--- src/rtl/start_ctrl.sv ---
// start_ctrl: panel start controller issuing start pulses to the pulse
// distributor in single-step or continuous (rate-gapped) mode.
// Ports:
//   clk, resetn                 clock, async active-low reset
//   run/stop/step_btn_from_panel raw asynchronous panel buttons
//   mode_from_panel [1:0]       00 halt, 01 step, 10 continuous, 11 halt
//   rate_from_panel [7:0]       continuous gap: one start per rate+1 cycles
//   halt_from_op                one-cycle halt from the halt instruction
//   clear_count_from_panel      one-cycle start-counter clear
//   start_pulse_to_pulse        one-cycle start pulse
//   running_to_panel            high while in RUN
//   start_count_to_panel        number of start pulses issued (wraps)
// Build option: define START_CTRL_DEBOUNCE_EN to add a per-button
// debounce filter of DEBOUNCE_CYCLES consecutive equal samples.
module start_ctrl #(
    parameter int DEBOUNCE_CYCLES = 16,
    parameter int COUNT_W         = 16
) (
    input  logic               clk,
    input  logic               resetn,
    input  logic               run_btn_from_panel,
    input  logic               stop_btn_from_panel,
    input  logic               step_btn_from_panel,
    input  logic [1:0]         mode_from_panel,
    input  logic [7:0]         rate_from_panel,
    input  logic               halt_from_op,
    input  logic               clear_count_from_panel,
    output logic               start_pulse_to_pulse,
    output logic               running_to_panel,
    output logic [COUNT_W-1:0] start_count_to_panel
);

    typedef enum logic {
        IDLE,
        RUN
    } state_t;

    // Button vector bit order: 0 run, 1 stop, 2 step.
    logic [2:0] raw;
    logic [2:0] sync1;
    logic [2:0] sync2;
    logic [2:0] lvl;
    logic [2:0] lvl_d;
    logic [2:0] ev;

    assign raw = {step_btn_from_panel, stop_btn_from_panel,
                  run_btn_from_panel};

    always_ff @(posedge clk or negedge resetn) begin
        if (!resetn) begin
            sync1 <= '0;
            sync2 <= '0;
        end else begin
            sync1 <= raw;
            sync2 <= sync1;
        end
    end

`ifdef START_CTRL_DEBOUNCE_EN
    localparam int DW = $clog2(DEBOUNCE_CYCLES + 1);

    logic [DW-1:0] db_cnt [3];
    logic [2:0]    db_lvl;

    // Counts consecutive samples that disagree with the accepted level;
    // any agreeing sample restarts the count.
    always_ff @(posedge clk or negedge resetn) begin
        if (!resetn) begin
            db_lvl <= '0;
            for (int i = 0; i < 3; i++) db_cnt[i] <= '0;
        end else begin
            for (int i = 0; i < 3; i++) begin
                if (sync2[i] == db_lvl[i]) begin
                    db_cnt[i] <= '0;
                end else if (db_cnt[i] == DW'(DEBOUNCE_CYCLES - 1)) begin
                    db_lvl[i] <= sync2[i];
                    db_cnt[i] <= '0;
                end else begin
                    db_cnt[i] <= db_cnt[i] + 1'b1;
                end
            end
        end
    end

    assign lvl = db_lvl;
`else
    logic unused_db;
    assign unused_db = |DEBOUNCE_CYCLES;
    assign lvl = sync2;
`endif

    always_ff @(posedge clk or negedge resetn) begin
        if (!resetn) lvl_d <= '0;
        else         lvl_d <= lvl;
    end

    assign ev = lvl & ~lvl_d;

    state_t     state_q;
    state_t     state_d;
    logic [7:0] gap_q;
    logic [7:0] gap_d;
    logic       step_q;
    logic       step_d;
    logic       run_pulse;
    logic       exit_run;

    assign exit_run = ev[1] | halt_from_op | (mode_from_panel != 2'b10);

    always_ff @(posedge clk or negedge resetn) begin
        if (!resetn) begin
            state_q <= IDLE;
            gap_q   <= '0;
            step_q  <= 1'b0;
        end else begin
            state_q <= state_d;
            gap_q   <= gap_d;
            step_q  <= step_d;
        end
    end

    always_comb begin
        state_d   = state_q;
        gap_d     = gap_q;
        step_d    = 1'b0;
        run_pulse = 1'b0;
        unique case (state_q)
            IDLE: begin
                if (ev[0] && mode_from_panel == 2'b10) begin
                    state_d = RUN;
                    gap_d   = rate_from_panel;
                end else if (ev[2] && mode_from_panel == 2'b01) begin
                    step_d = 1'b1;
                end
            end
            RUN: begin
                // Leaving RUN wins over a pulse due in the same cycle.
                if (exit_run) begin
                    state_d = IDLE;
                end else if (gap_q == 8'd0) begin
                    run_pulse = 1'b1;
                    gap_d     = rate_from_panel;
                end else begin
                    gap_d = gap_q - 8'd1;
                end
            end
            default: state_d = IDLE;
        endcase
    end

    assign start_pulse_to_pulse = step_q | run_pulse;
    assign running_to_panel     = (state_q == RUN);

    always_ff @(posedge clk or negedge resetn) begin
        if (!resetn) begin
            start_count_to_panel <= '0;
        end else if (clear_count_from_panel) begin
            start_count_to_panel <= COUNT_W'(start_pulse_to_pulse);
        end else if (start_pulse_to_pulse) begin
            start_count_to_panel <= start_count_to_panel + 1'b1;
        end
    end

endmodule

--- config.mk ---
export PLATFORM = sky130hd
export DESIGN_NAME = start_ctrl
export DESIGN_NICKNAME = d
export VERILOG_FILES = /design/src/rtl/start_ctrl.sv
export SDC_FILE = /design/constraint.sdc
export NUM_CORES = 1
export LEC_CHECK = 0
export BUFFER_PORTS_ARGS = -buffer_cell sky130_fd_sc_hd__buf_2
export CORE_ASPECT_RATIO = 1.4
export CORE_UTILIZATION = 54
export DETAILED_ROUTE_END_ITERATION = 6
export PLACE_DENSITY_LB_ADDON = 0.08
export REMOVE_ABC_BUFFERS = 1
export SLEW_MARGIN = 20
export SYNTH_ARGS = -nofsm -noshare
export SYNTH_HDL_FRONTEND = slang
export SYNTH_SLANG_ARGS = --single-unit
--- constraint.sdc ---
create_clock -name clk -period 2.8 [get_ports clk]
set_input_delay 0 -clock clk [delete_from_list [all_inputs] [get_ports clk]]
set_output_delay 0 -clock clk [all_outputs]
set_load 0.01 [all_outputs]
; ---- Word level (Yosys, flattened, before mapping)
; Cells that the tools add are included.
[totals]
ff_bits = 35
in_bits = 17
elab_cells = 40
[op_classes]
n_addsub = 2
eq_ne = 5
muxes = 15
bitwise = 6
reduce_logical = 5
[ops]
columns = cell, n
row1 = $mux W16, 2
row2 = $mux W8, 3
row3 = $add A16 B1 Y16 const B, 1
row4 = $pmux W8 S2, 1
row5 = $logic_not A8 Y1, 1
row6 = $mux W1, 8
row7 = $sub A8 B1 Y8 const B, 1
row8 = $ne A2 B2 Y1 const B, 3
row9 = $and A3 B3 Y3, 1
row10 = $not A3 Y3, 1
row11 = $or A1 B1 Y1, 3
row12 = $eq A2 B1 Y1 const B, 1
row13 = $eq A2 B2 Y1 const B, 1
row14 = $logic_and A1 B1 Y1, 2
row15 = $pmux W1 S2, 1
row16 = $reduce_and A2 Y1, 1
row17 = $reduce_bool A2 Y1, 1
row18 = $not A1 Y1, 1

; ---- Depth between registers and ports, before layout
; Gate-level depths: netlist of the first run.
[logic_depth]
word_depth = 9
depth_mapped = 8
mapped_depth_nobuf = 6

; ---- Worst setup path after synthesis of the first run
; Ideal clock, no wire load.
[synth_timing]
path_type = register to register
startpoint = register gap_q[0]
endpoint = register start_count_to_panel[15]
arrival_ns = 1.806
slack_ns = 0.869
stages_incl_launch_ff = 8
n_path_buf = 1
period_less_slack_ns = 1.931
path_cell_list = dfrtp_1 -> inv_1 -> ha_1 -> nor4b_4 -> a41oi_2 -> buf_2 -> nor4b_1 -> mux2_2
[synth_between]
elab_chain_cells = 6
[synth_rtl]
columns = element, line
row1 = "start, declared", 101  ; logic [7:0] gap_q;
row2 = "start signal, assigned", 117  ; gap_q <= gap_d;
row3 = $logic_not A8 Y1, 140  ; end else if (gap_q == 8'd0) begin
row4 = $mux W1, 140
row5 = $mux W1, 138  ; if (exit_run) begin
row6 = $mux W1, 127  ; unique case (state_q)
row7 = $or A1 B1 Y1, 151  ; assign start_pulse_to_pulse = step_q | run_pulse;
row8 = $reduce_bool A2 Y1 (no source line), --
row9 = "end signal, assigned", 158  ; start_count_to_panel <= COUNT_W'(start_pulse_to_pulse);
row10 = "end signal, assigned", 160  ; start_count_to_panel <= start_count_to_panel + 1'b1;
row11 = "end, declared", 30  ; output logic [COUNT_W-1:0] start_count_to_panel
; Every way passes these cells.
; A chain may end at the register's enable or synchronous reset.

; ---- Final worst setup path of the first run
; Same ends and word-level chain as after synthesis.

==> impl_results.md, run 1 <==
- WL/cell: 16.0 um
- Cell with the most instances after synthesis: sky130_fd_sc_hd__dfrtp_1
- Number of clock sinks: 35
- Tmin final: about 2.1 ns
- Share of layout cells above drive strength 1: 25.1%
- Number of synthesized register bits: 35
- Final Net Count: 226
- Clock transition at path regs: about 0.070 ns
- Resize count post-CTS: 0
- Number of buffers inserted by post-CTS setup repair: 0
- Via density per instance: about 6.2
- Leakage power: 0.920 nW
- Avg Synthesized Cell Area: between 10 and 15 um^2
- Standard-cell row count: 23
- First-pass detailed-route iteration total: 5
- Ys flop type: sky130_fd_sc_hd__dfrtp_1
- Proportion of synthesized flip-flops having asynchronous set or reset: 100%
- Worst stage delay on the critical path: approximately 0.4 ns
- Detail Route met2 WL: roughly 2100 um
- Sequential-to-total area share from yosys stat: about half
- Amount of wire on met3 after detailed routing: approximately 180 um
- Overall fraction of global-route tracks in use: 26.3%
- Pin count of the biggest net entering global routing: 36
- Pwr per Cell Area: between 500 and 600 nW/um^2
- R2r endpoint: start_count_to_panel[15]$_DFFE_PN0P_
- Initial antenna violation count: 0
- Metal-1 WL: approximately 1600 um
- Signal arrival time at the worst endpoint: around 2.3 ns
- Via count of the first global-routing pass: approximately 1.4k
- Worst rel slew slack: between 40% and 50%
- Type of element launching the critical path: flop
- Setup Total Neg Slack: 0 ns
- Worst hold path endpoint: gap_q[4]$_DFFE_PN0P_
- Number of max-cap violations: 0
- Achievable frequency: 0.470 GHz
- Initial cell density of the core: 58.3%
- Post-synthesis instance area: 1730 um^2
- Number of instances in the synthesized netlist: 168
- Synth cell count leaders: sky130_fd_sc_hd__dfrtp_1 (35), sky130_fd_sc_hd__a21oi_1 (17), sky130_fd_sc_hd__o21ai_0 (16), sky130_fd_sc_hd__or3_1 (9)
- Minimum setup slack among reg-to-reg paths: roughly 0.67 ns
- Worst hold slack: 0.0206 ns
- Critical path start-end classification: reg2reg
- Global-route wire length before repair: between 6000 and 7000 um
- Insertion delay of the later-clocked pin in the worst-skew pair: 0.29 ns
- Unrepaired setup endpoints after global routing: false
- Ordered list of cells on the worst path: inv_1 -> ha_1 -> nor4b_4 -> a41oi_2 -> buf_4 -> nor4b_1 -> mux2_2
- Min-delay worst type: in2reg
- 1st-iter DRT viols: 28
- I/O pin count: 35
- Count of pins over their slew limit: 0
- Largest clock skew in the final design: 0.00246 ns
- Worst-case clock buffer depth: 2
- Count of cells along the worst hold path: 3
- Via count: 1,518
- Startpoint of the lowest-slack hold path: rate_from_panel[4]
- Placeable core region: 2960 um^2
- CTS tree: yes
- Status: complete, no violations
- Overall routed net length: 3910 um
- Worst-Margin Slew: 0.844 ns
- # fillers: about 240
- Final hold viol count: 0
- Port Buffers: 34
- Required arrival time at the worst endpoint: 2.98 ns
- Width of the chip: 49.8 um
- Power consumption: 0.00119 W
- Antenna violation net count after detailed routing: 0
- Yosys top cell area share: 50.7%
- Start of the worst register-to-register path: gap_q[0]$_DFFE_PN0P_
- Type of element capturing the critical path: flop
- Leading post-synthesis cells by cell area: sky130_fd_sc_hd__dfrtp_1 (51%), sky130_fd_sc_hd__a21oi_1 (4.9%), sky130_fd_sc_hd__o21ai_0 (4.6%), sky130_fd_sc_hd__or3_1 (3.3%), sky130_fd_sc_hd__o31ai_1 (2.6%)
- Number of H-tree levels: 2
- Clock buffers created by TritonCTS: 5
- Layout Area Growth over Synthesis: 20.4%
- Overall die area: roughly 3400 um^2
- Yosys cell types: 39
- Final HPWL DP: around 2600 um
- Cell with the largest stage delay on the worst path: sky130_fd_sc_hd__dfrtp_1
- Synthesis warning total: 0
- Synth area leader: sky130_fd_sc_hd__dfrtp_1
- Final period util: about three quarters
- Finish-stage setup viols: 0
- IR drop worst, VDD: 0.696 mV
- Total congestion overflow: 0
- Cell at the root of the clock tree: sky130_fd_sc_hd__clkbuf_8
- Height of the die: 68.9 um
- Top layer reached by signal wires: met4
- Worst reg-to-reg path cell count: 7
- Final GP Congestion: ~0.78
- Largest fanout on the critical path: 30
- # diodes: 0
- Number of flops mapped to enable cells by yosys: 0
- DRC violation count after routing: 0
timing repair:
| action | CTS | global route |
|---|---|---|
| hold buffers | 5 | 0 |
| hold endpoints to repair | 39 | 0 |
| setup endpoints to repair | 0 | 0 |
how the worst max path moves through the flow:
stage / from / endpoint / cells after the start
final: gap_q[0]$_DFFE_PN0P_ / start_count_to_panel[15]$_DFFE_PN0P_ / 7
after global routing: gap_q[0]$_DFFE_PN0P_ / start_count_to_panel[15]$_DFFE_PN0P_ / 7
after CTS: gap_q[0]$_DFFE_PN0P_ / start_count_to_panel[15]$_DFFE_PN0P_ / 7
after detailed placement: gap_q[0]$_DFFE_PN0P_ / start_count_to_panel[15]$_DFFE_PN0P_ / 7
after global placement: gap_q[0]$_DFFE_PN0P_ / start_count_to_panel[15]$_DFFE_PN0P_ / 7
after floorplan: gap_q[0]$_DFFE_PN0P_ / start_count_to_panel[15]$_DFFE_PN0P_ / 6
through the flow:
step           cells  utilization [%]  setup slack [ns]  area, um^2
2_1_floorplan    158                -             0.616        1680
3_3_place_gp     231             64.6             0.755        1920
3_5_place_dp     231             64.6             0.692        1920
4_1_cts          244             70.1             0.682        2080
5_1_grt          244             70.1             0.521        2080
6_report         244             70.1             0.671        2080
cells by family (layout without fill, tap and decap cells):
| logic type | after synthesis | in the layout | share of synthesized area [%] |
|---|---|---|---|
| compound gates | 51 | 51 | 18.3 |
| xor+xnor | 1 | 1 | 0.507 |
| fa+ha+maj | 3 | 3 | 2.17 |
| buf+inv | 18 | 57 | 4.20 |
| flops | 35 | 35 | 50.7 |
| mux | 5 | 5 | 2.97 |
| simple gates | 55 | 55 | 21.2 |
layer usage:
| layer | vias to the layer above | GRT usage (%) |
|---|---|---|
| li1 | 713 | - |
| met2 | 43 | 46.8 |
| met5 | - | 0 |
| met1 | 754 | 30.3 |
| met3 | 8 | 5.70 |
| met4 | 0 | 12.5 |
power by group:
part           internal (W)  switching (W)  total (W)
logic             0.0000622      0.0000746   0.000137
clock network      0.000265       0.000191   0.000456
registers          0.000543      0.0000522   0.000595
total              0.000870       0.000318    0.00119
critical path, delay by kind of cell (launching register included):
family,cells,cell delay [ns]
AOI/OAI and AO/OA,1,0.14
adders and majority gates,1,0.17
buffers and inverters,2,0.36
DFF,1,0.40
muxes,1,0.37
and+or+nand+nor,2,0.57
sequential cells by signal, indices dropped and copies added (netlist names):
name / flops
start_count_to_panel: 16
gap_q: 8
step_q: 1
lvl: 3
running_to_panel: 1
sync1: 3
lvl_d: 3
area by class of cell:
| class | count | area [um^2] | share of cell area [%] |
|---|---|---|---|
| multi-input cells | 115 | 778 | 37.4 |
| flip-flops and latches | 35 | 876 | 42.1 |
| inverters | 8 | 30.0 | 1.44 |
| clock inverters | 3 | 43.8 | 2.11 |
| repair buffers | 41 | 235 | 11.3 |
| well taps | 37 | 46.3 | 2.23 |
| clock buffers | 5 | 68.8 | 3.31 |
cells in the final DEF (no fill, tap or decap), types with 4 or more instances in the layout:
cell type                       Yosys  layout
sky130_fd_sc_hd__o21ai_0           16      16
sky130_fd_sc_hd__o31ai_1            6       6
sky130_fd_sc_hd__inv_1              7       7
sky130_fd_sc_hd__mux2i_1            4       4
sky130_fd_sc_hd__or3_1              9       9
sky130_fd_sc_hd__nand2_1            5       5
sky130_fd_sc_hd__buf_2              4      34
sky130_fd_sc_hd__dfrtp_1           35      35
sky130_fd_sc_hd__nand3_1            7       7
sky130_fd_sc_hd__nor2_1             4       4
sky130_fd_sc_hd__a21oi_1           17      17
sky130_fd_sc_hd__clkbuf_8           0       5
sky130_fd_sc_hd__or4_1              6       6
sky130_fd_sc_hd__dlygate4sd3_1      0       5
sky130_fd_sc_hd__nand4_1            5       5
No activity file was read; power rests on OpenSTA's default activity.
==> run 2: changes to the inputs <==
- CORE_UTILIZATION: 54 -> 48
- clock period: 2.8 -> 1.8 ns (I/O delays scaled with it)
==> run 2 against run 1 <==
Effect of this change: the run now ends with negative setup slack left; power grew 81%; final cell count rose by 16%; worst setup slack got worse by 0.83 ns; largest power group unchanged; critical endpoint is now start_count_to_panel[5]$_DFFE_PN0P_; count of clock-buffer cells in the layout did not move; critical path type unchanged; register-to-register slack worse by 0.83 ns; design area grew 19%; global-route usage is 0.25 points higher.
==> impl_results.md, run 2 (synthesis gave the netlist of run 1 again) <==
- Start of the worst register-to-register path: gap_q[0]$_DFFE_PN0P_
- WL/cell: 16.7 um (+4.1%)
- Footprint of the flip-flops and latches: 876 um^2 (unchanged)
- Pwr per Cell Area: 870 nW/um^2 (+52%)
- IR drop worst, VDD: 0.653 mV (-6.2%)
- Width of the chip: 52.7 um (+5.8%)
- Global-route wire length before repair: 7360 um (+10%)
- Internal power: 0.00161 W (+85%)
- Final Net Count: 261 (+15%)
- Via count: 1,677 (+10%)
- Worst hold slack: 0.0249 ns (+0.00429 ns)
- Worst-Margin Slew: 0.751 ns (-0.0927 ns)
- Post-route cell area: 2470 um^2 (+19%)
- Critical path start-end classification: reg2reg
- Min-delay worst type: in2reg
- Initial cell density of the core: 50.6% (-7.6 points)
- Setup WS pre-CTS: -0.256 ns (-0.948 ns)
- Largest clock skew in the final design: 0.00882 ns (+0.00636 ns)
- Cell with the largest stage delay on the worst path: sky130_fd_sc_hd__dfrtp_1
- Share of power burned in the clock network: 39.2% (+0.8 points)
- Cell family contributing the most delay on the critical path: compound AO/OA/AOI/OAI gates
- Most flops, register: start_count_to_panel
- # fillers: 265 (+11%)
- Leading cell types in the layout, fill and taps excluded: sky130_fd_sc_hd__dfrtp_1 (35), sky130_fd_sc_hd__buf_2 (34), sky130_fd_sc_hd__buf_4 (32)
- Share of layout cells above drive strength 1: 43.0% (+18 points)
- Least setup slack across all paths after layout: -0.155 ns (-0.826 ns)
- I/O pin count: 35 (unchanged)
- Layout Area Growth over Synthesis: 43.3%
- Status: complete, but fails checks
- Post-Place Cell Area: 2100 um^2 (+9.6%)
- Required arrival time at the worst endpoint: 1.97 ns (-1.01 ns)
- Most common library cell in the layout ignoring fill and taps: sky130_fd_sc_hd__dfrtp_1
- Amount of wire on met3 after detailed routing: 142 um (-22%)
- Cell at the root of the clock tree: sky130_fd_sc_hd__clkbuf_8
- Final hold viol count: 0 (unchanged)
- Switching share of power: 25.1% (-1.7 points)
- Antenna violation net count after detailed routing: 0 (unchanged)
- Overall routed net length: 4700 um (+20%)
- Registers with the highest flip-flop counts: start_count_to_panel x16, gap_q x8
- Tmin final: 1.95 ns (-0.174 ns)
- Signal arrival time at the worst endpoint: 2.12 ns (-0.19 ns)
- # diodes: 0 (unchanged)
- Initial antenna violation count: 0 (unchanged)
- Height of the die: 73.0 um (+5.9%)
- Buffers plus inverters on the worst setup path: 3 (+1)
- 1st-iter DRT viols: 36 (+29%)
- Insertion delay of the later-clocked pin in the worst-skew pair: 0.29 ns (about the same)
- Ordered list of cells on the worst path: inv_2 -> ha_4 -> nor4b_4 -> a41oi_2 -> buf_6 -> buf_4 -> o31ai_1 -> a21oi_2
- Total congestion overflow: 0 (unchanged)
- Worst setup startpoint: gap_q[0]$_DFFE_PN0P_
- Clock transition at path regs: 0.07 ns (about the same)
- Top layer reached by signal wires: met4
- Number of clock sinks: 35 (unchanged)
- Final HPWL DP: 3050 um (+16%)
- Detail Route met2 WL: 2560 um (+24%)
- Standard-cell row count: 25 (+8.7%)
- Type of element capturing the critical path: flop
- Finish-stage setup viols: 13 (+13)
- Metal-1 WL: 1870 um (+18%)
- Worst-case clock buffer depth: 2 (unchanged)
- Overall die area: 3840 um^2 (+12%)
- Type of element launching the critical path: flop
- CTS tree: yes
- First-pass detailed-route iteration total: 4 (-1)
- Combinational group share of total power: 19.1% (+7.6 points)
- Final period util: 109% (+33 points)
- Pin count of the biggest net entering global routing: 36 (unchanged)
- Footprint of the multi-input gates: 867 um^2 (+11%)
- Startpoint of the lowest-slack hold path: rate_from_panel[4]
- Number of H-tree levels: 2 (unchanged)
- Via density per instance: 5.95 (-4.4%)
- Number of max-cap violations: 0 (unchanged)
- Largest fanout on the critical path: 6 (-80%)
- Overall fraction of global-route tracks in use: 26.6% (+0.25 points)
- Final GP Congestion: 0.779 (-0.47%)
- Sequential share of power: 41.7% (-8.4 points)
- Via count of the first global-routing pass: 1,655 (+14%)
- Achievable frequency: 0.512 GHz (+8.9%)
- Worst stage delay on the critical path: 0.41 ns (about the same)
- Port Buffers: 34 (unchanged)
- NetSw: 0.000540 W (+70%)
- Number of flip-flops under the largest register name: 16 (unchanged)
- Placeable core region: 3410 um^2 (+15%)
- Clock buffers created by TritonCTS: 5 (unchanged)
- DRC violation count after routing: 0 (unchanged)
- Unrepaired setup endpoints after global routing: true
- Worst rel slew slack: 49.9% (+6.7 points)
- Violations in the final reports: negative setup slack
- Count of pins over their slew limit: 0 (unchanged)
- Leakage power: 1.11 nW (+20%)
## run 2: metal layers
layer  global-route usage, %  vias to the layer above
li1                        -                      777
met1                    28.6                      842
met2                    47.1                       47
met3                    6.25                       11
met4                    13.5                        0
met5                       0                        -
## run 2: timing repair
item | in CTS | in global routing
gates cloned | 1 | 0
hold buffers | 6 | 0
setup endpoints to repair | 18 | 16
buffers inserted | 9 | 3
hold endpoints to repair | 40 | 0
resized for setup | 15 | 15
pin swaps | 19 | 8
## run 2: stage by stage
step	utilization, %	std cells	total power [W]	setup TNS (ns)
floorplan	-	158	0.00105	-4.63
global placement	61.6	258	0.00122	-0.832
detailed placement	61.6	258	0.00124	-1.68
CTS	71.0	282	0.00214	-0.711
global route	72.6	282	0.00223	-2.79
finish	72.6	282	0.00215	-1.22
## run 2: worst paths after layout
kind / endpoint / slack, ns / cells past startpoint
hold reg to reg: lvl[2]$_DFF_PN0_ / 0.34 / 0
hold / removal: gap_q[4]$_DFFE_PN0P_ / 0.02 / 3
setup / recovery: start_count_to_panel[5]$_DFFE_PN0P_ / -0.15 / 8
setup reg to reg: start_count_to_panel[5]$_DFFE_PN0P_ / -0.15 / 8
min in group asynchronous: gap_q[2]$_DFFE_PN0P_ / 0.30 / 2
max in group asynchronous: sync1[0]$_DFF_PN0_ / 1.00 / 2
## run 2: worst reg2reg max path: cells and delay by family (launching register included)
kind | cells | cell delay (ns)
compound gates | 3 | 0.67
buf+inv | 3 | 0.41
simple gates | 1 | 0.22
fa+ha+maj | 1 | 0.13
flops | 1 | 0.41
## run 2: final cells by class
type / count / share of cell area, %
Clock inverter: 3 / 2.73
Tap cell: 40 / 2.02
Sequential cell: 35 / 35.4
Inverter: 8 / 1.21
Clock buffer: 5 / 2.78
Timing Repair Buffer: 76 / 20.8
Multi-Input combinational cell: 115 / 35.0
## run 2: power by group through the flow
stage | logic (W) | clock network [W] | registers [W]
final | 0.000411 | 0.000844 | 0.000899
after global routing | 0.000445 | 0.000885 | 0.000905
after CTS | 0.000394 | 0.000851 | 0.000898
after detailed placement | 0.000330 | 0 | 0.000908
after global placement | 0.000320 | 0 | 0.000905
after floorplan | 0.000131 | 0 | 0.000917
